### src/rtl/uart_8n1.sv
// uart_8n1: full-duplex 8N1 UART with valid/ready byte ports.
// Bit timing comes from a fixed integer divisor of the system clock.
module uart_8n1 #(
   parameter int CLK_FREQ  = 100000000,
   parameter int BAUD_RATE = 115200
) (
   input  logic       clk,
   input  logic       rst,
   output logic [7:0] uart_rd_data,
   output logic       uart_rd_valid,
   input  logic       uart_rd_ready,
   input  logic [7:0] uart_wr_data,
   input  logic       uart_wr_valid,
   output logic       uart_wr_ready,
   input  logic       uart_rxd,
   output logic       uart_txd
);

   localparam int DIV  = CLK_FREQ / BAUD_RATE;
   localparam int HALF = DIV / 2;
   localparam int CW   = $clog2(DIV);

   localparam logic [CW-1:0] DIV_END  = CW'(DIV - 1);
   localparam logic [CW-1:0] STOP_END = CW'(DIV - 2);
   localparam logic [CW-1:0] HALF_END = CW'(HALF - 1);

   typedef enum logic [1:0] {
      TX_IDLE,
      TX_START,
      TX_DATA,
      TX_STOP
   } tx_state_t;

   typedef enum logic [2:0] {
      RX_IDLE,
      RX_START,
      RX_DATA,
      RX_STOP,
      RX_BREAK
   } rx_state_t;

   tx_state_t     tx_state;
   logic [CW-1:0] tx_cnt;
   logic [2:0]    tx_idx;
   logic [7:0]    tx_shift;

   rx_state_t     rx_state;
   logic [CW-1:0] rx_cnt;
   logic [2:0]    rx_idx;
   logic [7:0]    rx_shift;
   logic [1:0]    rx_sync;
   logic          rx_bit;

   assign rx_bit = rx_sync[1];

   // Stop bit ends one clock early so a held wr_valid restarts with no gap.
   always_ff @(posedge clk or posedge rst) begin
      if (rst) begin
         tx_state      <= TX_IDLE;
         tx_cnt        <= '0;
         tx_idx        <= '0;
         tx_shift      <= '0;
         uart_txd      <= 1'b1;
         uart_wr_ready <= 1'b0;
      end else begin
         unique case (tx_state)
            TX_IDLE: begin
               if (uart_wr_valid && uart_wr_ready) begin
                  tx_shift      <= uart_wr_data;
                  tx_cnt        <= '0;
                  uart_wr_ready <= 1'b0;
                  uart_txd      <= 1'b0;
                  tx_state      <= TX_START;
               end else begin
                  uart_wr_ready <= 1'b1;
                  uart_txd      <= 1'b1;
               end
            end
            TX_START: begin
               if (tx_cnt == DIV_END) begin
                  tx_cnt   <= '0;
                  tx_idx   <= '0;
                  uart_txd <= tx_shift[0];
                  tx_shift <= tx_shift >> 1;
                  tx_state <= TX_DATA;
               end else begin
                  tx_cnt <= tx_cnt + 1'b1;
               end
            end
            TX_DATA: begin
               if (tx_cnt == DIV_END) begin
                  tx_cnt <= '0;
                  if (tx_idx == 3'd7) begin
                     uart_txd <= 1'b1;
                     tx_state <= TX_STOP;
                  end else begin
                     tx_idx   <= tx_idx + 1'b1;
                     uart_txd <= tx_shift[0];
                     tx_shift <= tx_shift >> 1;
                  end
               end else begin
                  tx_cnt <= tx_cnt + 1'b1;
               end
            end
            TX_STOP: begin
               if (tx_cnt == STOP_END) begin
                  tx_cnt        <= '0;
                  uart_wr_ready <= 1'b1;
                  tx_state      <= TX_IDLE;
               end else begin
                  tx_cnt <= tx_cnt + 1'b1;
               end
            end
            default: tx_state <= TX_IDLE;
         endcase
      end
   end

   // A new byte completing while valid overwrites the held one.
   always_ff @(posedge clk or posedge rst) begin
      if (rst) begin
         rx_sync       <= 2'b11;
         rx_state      <= RX_IDLE;
         rx_cnt        <= '0;
         rx_idx        <= '0;
         rx_shift      <= '0;
         uart_rd_data  <= '0;
         uart_rd_valid <= 1'b0;
      end else begin
         rx_sync <= {rx_sync[0], uart_rxd};
         if (uart_rd_valid && uart_rd_ready)
            uart_rd_valid <= 1'b0;
         unique case (rx_state)
            RX_IDLE: begin
               if (!rx_bit) begin
                  rx_cnt   <= '0;
                  rx_state <= RX_START;
               end
            end
            RX_START: begin
               if (rx_cnt == HALF_END) begin
                  rx_cnt   <= '0;
                  rx_idx   <= '0;
                  rx_state <= rx_bit ? RX_IDLE : RX_DATA;
               end else begin
                  rx_cnt <= rx_cnt + 1'b1;
               end
            end
            RX_DATA: begin
               if (rx_cnt == DIV_END) begin
                  rx_cnt   <= '0;
                  rx_shift <= {rx_bit, rx_shift[7:1]};
                  if (rx_idx == 3'd7)
                     rx_state <= RX_STOP;
                  else
                     rx_idx <= rx_idx + 1'b1;
               end else begin
                  rx_cnt <= rx_cnt + 1'b1;
               end
            end
            RX_STOP: begin
               if (rx_cnt == DIV_END) begin
                  rx_cnt <= '0;
                  if (rx_bit) begin
                     uart_rd_data  <= rx_shift;
                     uart_rd_valid <= 1'b1;
                     rx_state      <= RX_IDLE;
                  end else begin
                     rx_state <= RX_BREAK;
                  end
               end else begin
                  rx_cnt <= rx_cnt + 1'b1;
               end
            end
            RX_BREAK: begin
               if (rx_bit)
                  rx_state <= RX_IDLE;
            end
            default: rx_state <= RX_IDLE;
         endcase
      end
   end

endmodule

### config.mk
export PLATFORM = sky130hd
export DESIGN_NAME = uart_8n1
export DESIGN_NICKNAME = d
export VERILOG_FILES = /design/src/rtl/uart_8n1.sv
export SDC_FILE = /design/constraint.sdc
export NUM_CORES = 1
export LEC_CHECK = 0
export BUFFER_PORTS_ARGS = -buffer_cell sky130_fd_sc_hd__buf_2
export CAP_MARGIN = 10
export CORE_UTILIZATION = 25
export DETAILED_ROUTE_END_ITERATION = 8
export PLACE_DENSITY = 0.49
export RECOVER_POWER = 100
export SYNTH_ARGS = -nofsm -noshare
export SYNTH_HDL_FRONTEND = slang
export SYNTH_SLANG_ARGS = --single-unit
### constraint.sdc
create_clock -name clk -period 3.9 [get_ports clk]
set_input_delay 0.78 -clock clk [delete_from_list [all_inputs] [get_ports clk]]
set_output_delay 0.78 -clock clk [all_outputs]
set_load 0.01 [all_outputs]
=== Yosys cells after proc, flatten, opt, wreduce, memory -nomap -nowiden ===
Index checks and enable logic that the tools add are counted.

* Flip-flop bits (word level): 60
* Word-level logic and storage cells: 111
* Output and inout port bits: 11

* Eq/ne operators: 26
* Mux-type cells: 47
* Add/subtract/negate cells: 4
* Reduce and logical (&&, ||, !) cells: 21

{| class="wikitable"
|+ Operators by type and width
! cell !! number
|-
| 10-bit 2-to-1 mux || 6
|-
| 10-bit case mux with 3 select lines || 2
|-
| 3-bit 2-to-1 mux || 13
|-
| 8-bit 2-to-1 mux || 4
|-
| 10-bit equality test, second input constant || 3
|-
| 2-bit != test, second input constant || 13
|-
| 8-bit case mux with 3 select lines || 1
|-
| 10-bit by 1-bit adder with 10-bit output, second input constant || 2
|-
| 3-bit case mux with 5 select lines || 1
|-
| 2-bit 2-to-1 mux || 6
|-
| 3-bit case mux with 2 select lines || 2
|-
| 10-bit by 9-bit equality test with 1-bit output, second input constant || 1
|-
| 5-bit AND reduction || 2
|-
| 3-bit equality test, second input constant || 3
|-
| 1-bit 2-to-1 mux || 9
|-
| 2-bit case mux with 4 select lines || 1
|-
| 4-bit AND reduction || 2
|-
| 3-bit by 1-bit adder with 3-bit output, second input constant || 2
|-
| 3-bit by 2-bit equality test with 1-bit output, second input constant || 2
|-
| 2-bit AND reduction || 3
|-
| 3-bit AND reduction || 2
|-
| 6-bit AND reduction || 1
|-
| 2-bit nonzero test || 3
|-
| 3-bit nonzero test || 2
|-
| 9 further kinds || 12
|}

=== Longest topological paths before layout ===
Gate-level depths: netlist (run 1).

* Depth in word-level cells: 5
* Depth in mapped cells: 7
* Mapped depth without buffers: 6

=== Worst setup path after synthesis (run 1) ===
Ideal clock, no wire load.

* Kind: flip-flop to flip-flop
* Start point: register tx_state[0]
* End point: register tx_shift[1]
* Setup slack: 1.736 ns
* Arrival: 2.039 ns
* Library setup time: 0.125 ns
* Stages on the path, launching flop included: 8
* Data required time: 3.775 ns
* Cells stage by stage: dfrtp_1 inv_1 ha_1 clkbuf_1 or2_2 a41oi_1 a211oi_4 mux2_2

* Longest elaborated chain between the ends: 3

{| class="wikitable"
|+ RTL lines
! what !! RTL line !! RTL
|-
| from (decl) || 42 || <nowiki>tx_state_t tx_state;</nowiki>
|-
| from (signal assigned) || 59 || <nowiki>tx_state <= TX_IDLE;</nowiki>
|-
| from (signal assigned) || 73 || <nowiki>tx_state <= TX_START;</nowiki>
|-
| from (signal assigned) || 85 || <nowiki>tx_state <= TX_DATA;</nowiki>
|-
| 2-bit equality test (tied with other cells) || 66 || <nowiki>unique case (tx_state)</nowiki>
|-
| 2-bit != test (no source line) / 3-bit nonzero test (equally long branches) || -- ||
|-
| 5-bit AND reduction (no source line) || -- ||
|-
| to (signal assigned) || 69 || <nowiki>tx_shift <= uart_wr_data;</nowiki>
|-
| to (signal assigned) || 84 || <nowiki>tx_shift <= tx_shift >> 1;</nowiki>
|-
| to (signal assigned) || 99 || <nowiki>tx_shift <= tx_shift >> 1;</nowiki>
|-
| to (decl) || 45 || <nowiki>logic [7:0] tx_shift;</nowiki>
|}

Parallel ways exist; a longest one is shown, timed or not.
A chain may end at the register's enable or synchronous reset.

=== Final worst setup path (run 1) ===
* Start point: register tx_cnt[2]
* End point: register tx_state[1]

* Longest elaborated chain between the ends: 3

{| class="wikitable"
|+ RTL lines
! what !! RTL line !! RTL
|-
| from (decl) || 43 || <nowiki>logic [CW-1:0] tx_cnt;</nowiki>
|-
| from (signal assigned) || 87 || <nowiki>tx_cnt <= tx_cnt + 1'b1;</nowiki>
|-
| from (signal assigned) || 102 || <nowiki>tx_cnt <= tx_cnt + 1'b1;</nowiki>
|-
| from (signal assigned) || 111 || <nowiki>tx_cnt <= tx_cnt + 1'b1;</nowiki>
|-
| 10-bit equality test (on tied branches) || 80, 91, 106 ||
|-
| 2-bit != test (no source line) || -- ||
|-
| 5-bit AND reduction (no source line) (*) || -- ||
|-
| to (signal assigned) || 85 ||
|-
| to (signal assigned) || 95 || <nowiki>tx_state <= TX_STOP;</nowiki>
|-
| to (signal assigned) || 109 || <nowiki>tx_state <= TX_IDLE;</nowiki>
|}

Every way passes the cells marked *; elsewhere a longest branch is shown, timed or not.

==> results of run 1 <==
[final cells by class]
class / count / area [um2]
Timing Repair Buffer: 25 / 113
Clock inverter: 5 / 77.6
Multi-Input combinational cell: 207 / 1530
Sequential cell: 60 / 1510
Tap cell: 168 / 210
Inverter: 14 / 52.6
Clock buffer: 10 / 229
Fill cell: 1310 / 8490
[Yosys cell counts (all sizes together) (4+ instances only)]
master,n,share of area [%]
a21oi,9,1.4
a22o,6,1.7
buf,5,1.0
clkbuf,8,0.98
dfrtp,57,45
ha,13,5.1
inv,14,1.7
mux2,33,12
nand2,23,2.7
nand3,11,1.7
nand4,6,1.2
nor2,12,1.4
nor2b,5,0.98
nor3,8,1.3
nor3b,4,0.94
o211ai,5,1.2
o21ai,20,3.1
xnor2,4,1.1
[power groups by stage]
stage,clock (mW),combinational [mW],sequential (mW)
3_5_place_dp,0,0.0297,0.643
2_1_floorplan,0,0.0185,0.641
5_1_grt,0.869,0.0325,0.633
6_report,0.822,0.0275,0.633
4_1_cts,0.840,0.0299,0.633
3_3_place_gp,0,0.0291,0.643
[layer usage]
| layer | GRT usage [%] | wire length (um) | vias to the layer above |
|---|---|---|---|
| li1 | - | - | 1131 |
| met5 | 0 | 0 | - |
| met2 | 16.7 | 2960 | 28 |
| met4 | 4.68 | 87 | 0 |
| met1 | 13.5 | 3070 | 1092 |
| met3 | 3.00 | 211 | 6 |
[registers in the layout, indices dropped and copies added (netlist names)]
register,cells
rx_cnt,10
tx_cnt,10
rx_shift,8
tx_shift,8
uart_rd_data,8
rx_idx,3
rx_state,3
tx_idx,3
rx_sync,2
tx_state,2
uart_rd_valid,1
uart_txd,1
uart_wr_ready,1
[worst min-delay path by stage]
stage               cells after the start         end
floorplan                               0  rx_sync[1]
global placement                        0  rx_sync[1]
detailed placement                      0  rx_sync[1]
CTS                                     0  rx_sync[1]
global route                            0  rx_sync[1]
finish                                  0  rx_sync[1]
[worst reg2reg max path, delay by kind of cell, from the launching register on]
kind               cells  cell delay, ns
AOI/OAI and AO/OA      1            0.66
and+or+nand+nor        2            1.20
muxes                  1            0.38
DFF                    1            0.41
[cell families (layout without fill, tap and decap cells)]
logic type,Yosys count,count (layout)
DFF,60,60
buffers and inverters,27,54
muxes,34,34
xor gates and xnor gates,5,5
AOI/OAI and AO/OA,68,68
and+or+nand+nor,87,87
adders and majority gates,13,13
==> metrics.csv, run 1 <==
stage;metric;value;unit
clock_tree;worst-skew pair later-pin latency;0.32;ns
power;power density cells;398;mW/mm2
setup_path;CP max stage delay;0.86;ns
sta;Max Slew Vio Count;0;
clock_tree;Clock Path Buffers;2;
placed_design;DP HPWL;4450;um
power;Sw Ratio;19.5;%
logic_synthesis;Distinct cells, synth;57;
detailed_routing;post-route ant nets;0;
logic_synthesis;Cell Area, Synth;0.00318;mm2
setup_path;Critical R2R Launch;tx_cnt[2];
global_route;Remaining Overflow, GRT;0;
setup_path;r2r setup slk;1.13;ns
cells_and_area;final net count;343;
clock_tree;clock buffer count from CTS;9;
power;Seq pwr share;42.7;%
sta;RSZ-0062 raised after global routing;false;
setup_path;reg2reg end;tx_state[1];
sta;slew margin rel.;0.217;%
logic_synthesis;Cells after Synth;294;
setup_path;worst path cell trace;nor4bb_1 -> nand3_1 -> a2111oi_0 -> mux2_1;
setup_path;crit path launch;tx_cnt[2];
logic_synthesis;compound-cell area share of the yosys netlist;15.5;%
outcome;violated checks;max-capacitance violations;
sta;worst hold slack;0.356;ns
cells_and_area;most frequent cells in the layout;57 x dfrtp_1, 30 x mux2_2, 23 x nand2_1;
detailed_routing;DRC Markers;0;
floorplanning;Rows;40;
clock_tree;Clock transition at path regs;0.05;ns
setup_path;required time of the critical path;4.10;ns
cells_and_area;design area;0.00372;mm2
logic_synthesis;simple-gate share of the synthesized area;14.9;%
sta;Final Hold Violating Endpoints;0;
global_route;largest net degree at the start of global routing;40;
setup_path;Critical path destination;tx_state[1];
clock_tree;cts repair resizes;0;
logic_synthesis;number of synthesized flops with an enable pin;0;
detailed_routing;drt total wl;6340;um
sta;worst setup margin;1.13;ns
clock_tree;# clock sinks;60;
logic_synthesis;Post-Synth XOR/XNOR Area;1.38;%
clock_tree;Max H-tree Level;3;
logic_synthesis;Post-Synth Adder-Cell Area;5.12;%
setup_path;Crit. path cell count;4;
placed_design;placed cells;474;
min_path;worst min-delay path category;register to register;
placed_design;pre-CTS setup slack;1.25;ns
placed_design;input/output buffers;23;
setup_path;crit path max fanout;7;
setup_path;CP Capture Type;register;
clock_tree;cts hold-fix bufs;0;
floorplanning;Ports;24;
power;Int Power;1.19;mW
floorplanning;Die Y;115;um
detailed_routing;DR vias;2257;
min_path;beginning of the worst hold path;rx_sync[0];
clock_tree;Post-CTS Setup Bufs;0;
global_route;vias in the first global route;2207;
logic_synthesis;Synth Register Bits;60;
run;Max-Cap Viols;1;
setup_path;slowest CP cell;nor4bb_1;
sta;Tcrit/Tclk final;71.0;%
sta;Worst-Margin Slew;1.50;ns
logic_synthesis;Seq/Total Area, Yosys;47.3;%
power;Total Power;1.48;mW
floorplanning;floorplan core area;0.0122;mm2
setup_path;R2R depth;4;
cells_and_area;area growth from synthesis to layout;17.0;%
logic_synthesis;top_reg_cell synth;dfrtp_1;
cells_and_area;layout cells sized above 1;20.9;%
power;Switching Power;289;uW
logic_synthesis;Mapped Nets;320;
logic_synthesis;Ys Warns;0;
sta;Setup TNS;0;ns
power;Pleak;1.60;nW
setup_path;Worst EP arrival;2.97;ns
detailed_routing;Iter 0 DRT Violations;174;
detailed_routing;Pre-antenna DRT Iters;4;
placed_design;GP Congestion;0.744;
outcome;status;finished, violations left;
sta;Max Fclk;0.361;GHz
floorplanning;area of the die;0.0132;mm2
logic_synthesis;largest family of logic cells by synthesized area;compound AO/OA/AOI/OAI gates;
cells_and_area;Core Util, Final;30.5;%
cells_and_area;antenna cell count;0;
setup_path;Crit path buffers/inverters;0;
floorplanning;chip width;115;um
cells_and_area;most common cell after layout, fill and taps aside;dfrtp_1;
sta;fin crit period;2.77;ns
placed_design;area of placed instances;0.00346;mm2
power;Clk pwr share;55.4;%
floorplanning;initial cell density of the core;26.0;%
sta;Worst Skew;0.00316;ns
power;VDD IR max;0.221;mV
global_route;first-pass GRT wire length;10800;um
logic_synthesis;Synth Area per Inst;10.8;um2
detailed_routing;Wirelength per Cell;13.0;um
global_route;gr usage total;10.6;%
logic_synthesis;multiplexer share of the synthesized area;12.1;%
setup_path;Critical Path Start Type;register;
setup_path;crit-path leading delay family;simple AND/OR/NAND/NOR gates;
cells_and_area;Cell Count, Final, Fillers Out;489;
detailed_routing;vias per cell;4.62;
sta;setup violators final;0;
clock_tree;CTS tree;done;
clock_tree;CTS root buffer;clkbuf_16;
setup_path;CP Class;register to register;
power;combinational power share;1.9;%
logic_synthesis;ys async rst share;100;%
global_route;initial antenna violation count;0;
(Power assumes the default switching activity.)
==> run 2, diff against run 1 <==
==> constraint.sdc (replaced) <==
create_clock -name clk -period 2.6 [get_ports clk]
set_input_delay 0.52 -clock clk [delete_from_list [all_inputs] [get_ports clk]]
set_output_delay 0.52 -clock clk [all_outputs]
set_load 0.01 [all_outputs]
==> run 2 against run 1 <==
Compared with the run above:
- the flow now finishes without violations
- final cell count up 1.6%
- power rose by 46%
- flip-flop and latch count unchanged
- global-route usage rose by 0.26 points
- die area did not move
- register-to-register slack worse by 0.86 ns
- setup slack got worse by 0.86 ns
- hold slack lost 0.066 ns
- clock power increased by 44%
- routed wire length is 0.71% lower
- combinational power increased by 51%
- critical path type unchanged
- largest cell class unchanged
==> metrics.csv, run 2 (synthesis results as in run 1) <==
stage;metric;value;unit;change
placed_design;placed cells;481;;+1.5%
clock_tree;clock buffer count from CTS;9;;unchanged
global_route;first-pass GRT wire length;10800;um;+0.32%
setup_path;Critical Path Start Type;register;;
placed_design;GP Congestion;0.773;;+3.9%
sta;Worst-Margin Slew;1.47;ns;-0.0217 ns
detailed_routing;post-route ant nets;0;;unchanged
cells_and_area;most frequent cells in the layout;57 x dfrtp_1, 30 x mux2_2, 23 x nand2_1;;
detailed_routing;vias per cell;4.70;;+1.9%
run;Max-Cap Viols;0;;-1
setup_path;required time of the critical path;2.81;ns;-1.29 ns
power;power density cells;576;mW/mm2;+45%
setup_path;CP Class;register to register;;
cells_and_area;layout cells sized above 1;23.1;%;+2.2 points
global_route;global-route met1 utilization;13.2;%;-0.31 points
clock_tree;Clock Path Buffers;2;;unchanged
detailed_routing;DRC Markers;0;;unchanged
sta;worst setup margin;0.269;ns;-0.864 ns
floorplanning;Die Y;115;um;unchanged
placed_design;DP HPWL;4320;um;-2.8%
cells_and_area;area growth from synthesis to layout;18.6;%;
global_route;met2 Usage GRT;16.4;%;-0.28 points
global_route;gr usage total;10.8;%;+0.26 points
global_route;busiest layer in global routing;met2;;
sta;RSZ-0062 raised after global routing;false;;
min_path;worst min-delay path category;input pin to register;;
cells_and_area;final net count;350;;+2.0%
detailed_routing;Pre-antenna DRT Iters;4;;unchanged
placed_design;pre-CTS setup slack;0.289;ns;-0.956 ns
clock_tree;worst-skew pair later-pin latency;0.33;ns;about the same
sta;Max Slew Vio Count;0;;unchanged
cells_and_area;antenna cell count;0;;unchanged
setup_path;CP Capture Type;register;;
cells_and_area;Seq. cell area;0.00151;mm2;unchanged
floorplanning;initial cell density of the core;26.0;%;unchanged
global_route;vias in the first global route;2279;;+3.3%
clock_tree;Clock transition at path regs;0.05;ns;about the same
sta;Tcrit/Tclk final;89.7;%;+19 points
detailed_routing;drt total wl;6290;um;-0.71%
global_route;initial antenna violation count;0;;unchanged
floorplanning;floorplan core area;0.0122;mm2;unchanged
global_route;largest net degree at the start of global routing;61;;+53%
sta;Setup TNS;0;ns;unchanged
sta;setup violators final;0;;unchanged
placed_design;area of placed instances;0.00352;mm2;+1.9%
clock_tree;# clock sinks;60;;unchanged
sta;Worst Skew;0.00533;ns;+0.00218 ns
cells_and_area;largest registers;rx_cnt (10), tx_cnt (10);;
clock_tree;cts repair resizes;0;;unchanged
cells_and_area;design area;0.00377;mm2;+1.3%
detailed_routing;Wirelength per Cell;12.7;um;-2.3%
cells_and_area;Multi-input gate area;0.00155;mm2;+1.2%
setup_path;R2R depth;6;;+2
min_path;Hold Path Depth;1;;+1
sta;fin crit period;2.33;ns;-0.436 ns
floorplanning;Rows;40;;unchanged
sta;slew margin rel.;1.77;%;+1.6 points
cells_and_area;number of fill cells;1288;;-1.7%
sta;Final Hold Violating Endpoints;0;;unchanged
detailed_routing;Iter 0 DRT Violations;104;;-40%
global_route;met3 Use GR;4.43;%;+1.4 points
cells_and_area;Cell Count, Final, Fillers Out;497;;+1.6%
clock_tree;Max H-tree Level;3;;unchanged
global_route;Remaining Overflow, GRT;0;;unchanged
setup_path;Worst EP arrival;2.54;ns;-0.43 ns
placed_design;input/output buffers;23;;unchanged
floorplanning;chip width;115;um;unchanged
power;VDD IR max;0.337;mV;+53%
floorplanning;Ports;24;;unchanged
clock_tree;CTS tree;done;;
setup_path;crit path max fanout;9;;+2
sta;Max Fclk;0.429;GHz;+19%
floorplanning;area of the die;0.0132;mm2;unchanged
clock_tree;CTS root buffer;clkbuf_16;;
clock_tree;cts hold-fix bufs;0;;unchanged
clock_tree;Post-CTS Setup Bufs;0;;unchanged
outcome;status;completed;;
detailed_routing;DR vias;2338;;+3.6%
power;Pleak;1.62;nW;+1.5%
cells_and_area;most common cell after layout, fill and taps aside;dfrtp_1;;
[run 2: per-stage QoR]
step | utilization, % | hold slack, ns | power [mW]
after global routing | 30.9 | 0.283 | 2.26
final | 30.9 | 0.291 | 2.17
after global placement | 28.8 | 0.347 | 1.01
after floorplan | - | 0.345 | 0.990
after CTS | 31.3 | 0.254 | 2.22
after detailed placement | 28.8 | 0.348 | 1.01
[run 2: final timing paths]
path	from	slack (ns)	endpoint
worst min-delay path	uart_rxd	0.29	rx_sync[0]
worst min register to register	rx_sync[0]	0.35	rx_sync[1]
worst max-delay path	tx_state[0]	0.27	tx_shift[2]
worst max register to register	tx_state[0]	0.27	tx_shift[2]
min in group asynchronous	rst	0.67	uart_rd_data[1]
max in group asynchronous	rst	1.04	tx_idx[2]
[run 2: power breakdown]
part | switching, mW | internal [mW] | total (mW)
sequential | 0.00493 | 0.944 | 0.949
combinational | 0.0249 | 0.0167 | 0.0416
clock | 0.419 | 0.761 | 1.18
total | 0.449 | 1.72 | 2.17
[run 2: area by class of cell]
class / count / share of cell area, %
multi-input combinational: 207 / 41.2
sequential: 60 / 39.9
clock buffer: 11 / 6.44
tap: 168 / 5.57
timing repair buffer: 32 / 4.11
clock inverter: 5 / 1.39
inverter: 14 / 1.39
[run 2: critical path: stages (launching register included)]
cell	delay (ns)
dfrtp_1	0.42
inv_1	0.12
ha_1	0.38
or2_2	0.22
a41oi_1	0.22
a211oi_4	0.46
mux2_2	0.39
[run 2: metal layers]
metal | up-vias | wire, um
met5 | - | 0
met4 | 0 | 177
met3 | 15 | 237
met2 | 37 | 2940
met1 | 1136 | 2940
li1 | 1150 | -
==> run 3, diff against run 2 <==
--- a/config.mk
+++ b/config.mk
@@ -8,6 +8,7 @@
 export BUFFER_PORTS_ARGS = -buffer_cell sky130_fd_sc_hd__buf_2
 export CAP_MARGIN = 10
 export CORE_UTILIZATION = 25
+export CTS_CLUSTER_DIAMETER = 30
 export DETAILED_ROUTE_END_ITERATION = 8
 export PLACE_DENSITY = 0.49
 export RECOVER_POWER = 100
==> constraint.sdc (replaced) <==
create_clock -name clk -period 2.6 [get_ports clk]
set_input_delay 0.13 -clock clk [delete_from_list [all_inputs] [get_ports clk]]
set_output_delay 0.13 -clock clk [all_outputs]
set_load 0.01 [all_outputs]
==> run 3 against run 2 <==
Compared with the run above:
- setup slack worse by 0.025 ns
- sequential share of layout area about the same
- hold slack worse by 0.22 ns
- via count down 0.56%
- die area unchanged
- cell area about the same
- combinational power up 1%
- sequential power about the same
- global-route usage up 0.47 points
- utilization about the same
- fmax down 1.1%
==> metrics.csv, run 3 (synthesis results as in run 1) <==
stage;metric;value;unit;change
sta;setup violators final;0;;unchanged
floorplanning;Ports;24;;unchanged
detailed_routing;drt total wl;6600;um;+5.0%
placed_design;area of placed instances;0.00350;mm2;-0.57%
sta;RSZ-0062 raised after global routing;false;;
power;VDD IR max;0.342;mV;+1.4%
clock_tree;clock buffer count from CTS;9;;unchanged
setup_path;Worst EP arrival;2.56;ns;+0.02 ns
global_route;vias in the first global route;2320;;+1.8%
setup_path;CP Capture Type;register;;
power;Pleak;1.62;nW;-0.16%
sta;Worst Skew;0.00727;ns;+0.00194 ns
sta;Max Fclk;0.424;GHz;-1.1%
cells_and_area;number of fill cells;1300;;+0.93%
detailed_routing;vias per cell;4.68;;-0.56%
clock_tree;Post-CTS Setup Bufs;0;;unchanged
global_route;largest net degree at the start of global routing;61;;unchanged
sta;Tcrit/Tclk final;90.6;%;+0.97 points
detailed_routing;DRC Markers;0;;unchanged
cells_and_area;layout cells sized above 1;21.9;%;-1.2 points
cells_and_area;Core Util, Final;30.9;%;about the same
placed_design;input/output buffers;23;;unchanged
cells_and_area;most frequent cells in the layout;57 x dfrtp_1, 30 x mux2_2, 23 x nand2_1;;
sta;Max Slew Vio Count;0;;unchanged
clock_tree;CTS tree;done;;
clock_tree;CTS root buffer;clkbuf_16;;
floorplanning;chip width;115;um;unchanged
sta;fin crit period;2.36;ns;+0.0251 ns
outcome;status;completed;;
setup_path;R2R depth;5;;-1
detailed_routing;DR vias;2325;;-0.56%
floorplanning;area of the die;0.0132;mm2;unchanged
global_route;initial antenna violation count;0;;unchanged
sta;worst hold slack;0.0712;ns;-0.219 ns
setup_path;required time of the critical path;2.81;ns;about the same
floorplanning;floorplan core area;0.0122;mm2;unchanged
floorplanning;initial cell density of the core;26.0;%;unchanged
global_route;first-pass GRT wire length;11500;um;+6.0%
cells_and_area;largest registers;rx_cnt (10), tx_cnt (10);;
cells_and_area;design area;0.00377;mm2;about the same
clock_tree;# clock sinks;60;;unchanged
setup_path;Critical Path Start Type;register;;
sta;Setup TNS;0;ns;unchanged
clock_tree;Clock transition at path regs;0.05;ns;about the same
setup_path;reg2reg end;tx_state[1];;
clock_tree;Clock Path Buffers;2;;unchanged
detailed_routing;Iter 0 DRT Violations;99;;-4.8%
setup_path;crit path launch;tx_cnt[2];;
sta;slew margin rel.;2.42;%;+0.65 points
power;Total Power;2.19;mW;+0.93%
cells_and_area;most common cell after layout, fill and taps aside;dfrtp_1;;
setup_path;crit path max fanout;7;;-2
setup_path;CP Class;register to register;;
clock_tree;Max H-tree Level;3;;unchanged
cells_and_area;area growth from synthesis to layout;18.5;%;about the same
global_route;Remaining Overflow, GRT;0;;unchanged
detailed_routing;Pre-antenna DRT Iters;4;;unchanged
detailed_routing;Wirelength per Cell;13.3;um;+5.0%
sta;Worst-Margin Slew;1.46;ns;-0.00968 ns
cells_and_area;Cell Count, Final, Fillers Out;497;;unchanged
min_path;worst min-delay path category;input pin to register;;
setup_path;Critical path destination;tx_state[1];;
power;power density cells;582;mW/mm2;+1.0%
setup_path;r2r setup slk;0.24;ns;-0.03 ns
sta;worst setup margin;0.244;ns;-0.0251 ns
run;Max-Cap Viols;0;;unchanged
cells_and_area;antenna cell count;0;;unchanged
setup_path;Critical R2R Launch;tx_cnt[2];;
cells_and_area;final net count;350;;unchanged
clock_tree;worst-skew pair later-pin latency;0.33;ns;about the same
floorplanning;Die Y;115;um;unchanged
detailed_routing;post-route ant nets;0;;unchanged
placed_design;DP HPWL;4550;um;+5.3%
placed_design;GP Congestion;0.779;;+0.78%
placed_design;placed cells;480;;-0.21%
global_route;gr usage total;11.3;%;+0.47 points
placed_design;pre-CTS setup slack;0.297;ns;+0.00785 ns
sta;Final Hold Violating Endpoints;0;;unchanged
floorplanning;Rows;40;;unchanged
-- run 3: layer usage --
layer / wire length, um / vias up / track usage (%)
li1: - / 1139 / -
met1: 3150 / 1150 / 14.1
met2: 3130 / 28 / 17.8
met3: 231 / 8 / 4.32
met4: 97 / 0 / 4.07
met5: 0 / - / 0
-- run 3: worst max-delay path, cell delays in order, from the launching register on --
cell and delay, ns:
dfrtp_1 0.43, nor4bb_1 0.34, clkbuf_1 0.33, nand3_1 0.30, a2111oi_2 0.47, mux2_1 0.37
-- run 3: final cells by class --
type / count / area [um2] / area share [%]
multi-input cells: 207 / 1550 / 41.0
flip-flops and latches: 60 / 1510 / 39.9
clock buffers: 12 / 256 / 6.81
well taps: 168 / 210 / 5.58
repair buffers: 32 / 150 / 3.98
inverters: 14 / 52.6 / 1.39
clock inverters: 4 / 47.5 / 1.26
-- run 3: worst min-delay path by stage --
| stage | startpoint | end | slack (ns) | depth (start not counted) |
|---|---|---|---|---|
| after global routing | uart_rd_ready | uart_rd_valid | 0.07 | 3 |
| after detailed placement | uart_rxd | rx_sync[0] | 0.24 | 1 |
| after global placement | uart_rxd | rx_sync[0] | 0.24 | 1 |
| after CTS | rst | rx_cnt[3] | 0.05 | 3 |
| final | uart_rd_ready | uart_rd_valid | 0.07 | 3 |
| after floorplan | uart_rxd | rx_sync[0] | 0.13 | 0 |
-- run 3: timing repair --
| item | CTS | global route |
|---|---|---|
| hold buffers | 1 | 0 |
| endpoints found under the hold margin | 1 | 0 |
| gates resized for setup | 0 | 0 |
-- run 3: power breakdown --
group	switching, mW	internal, mW
registers	0.00502	0.945
logic	0.0244	0.0176
clock network	0.410	0.790
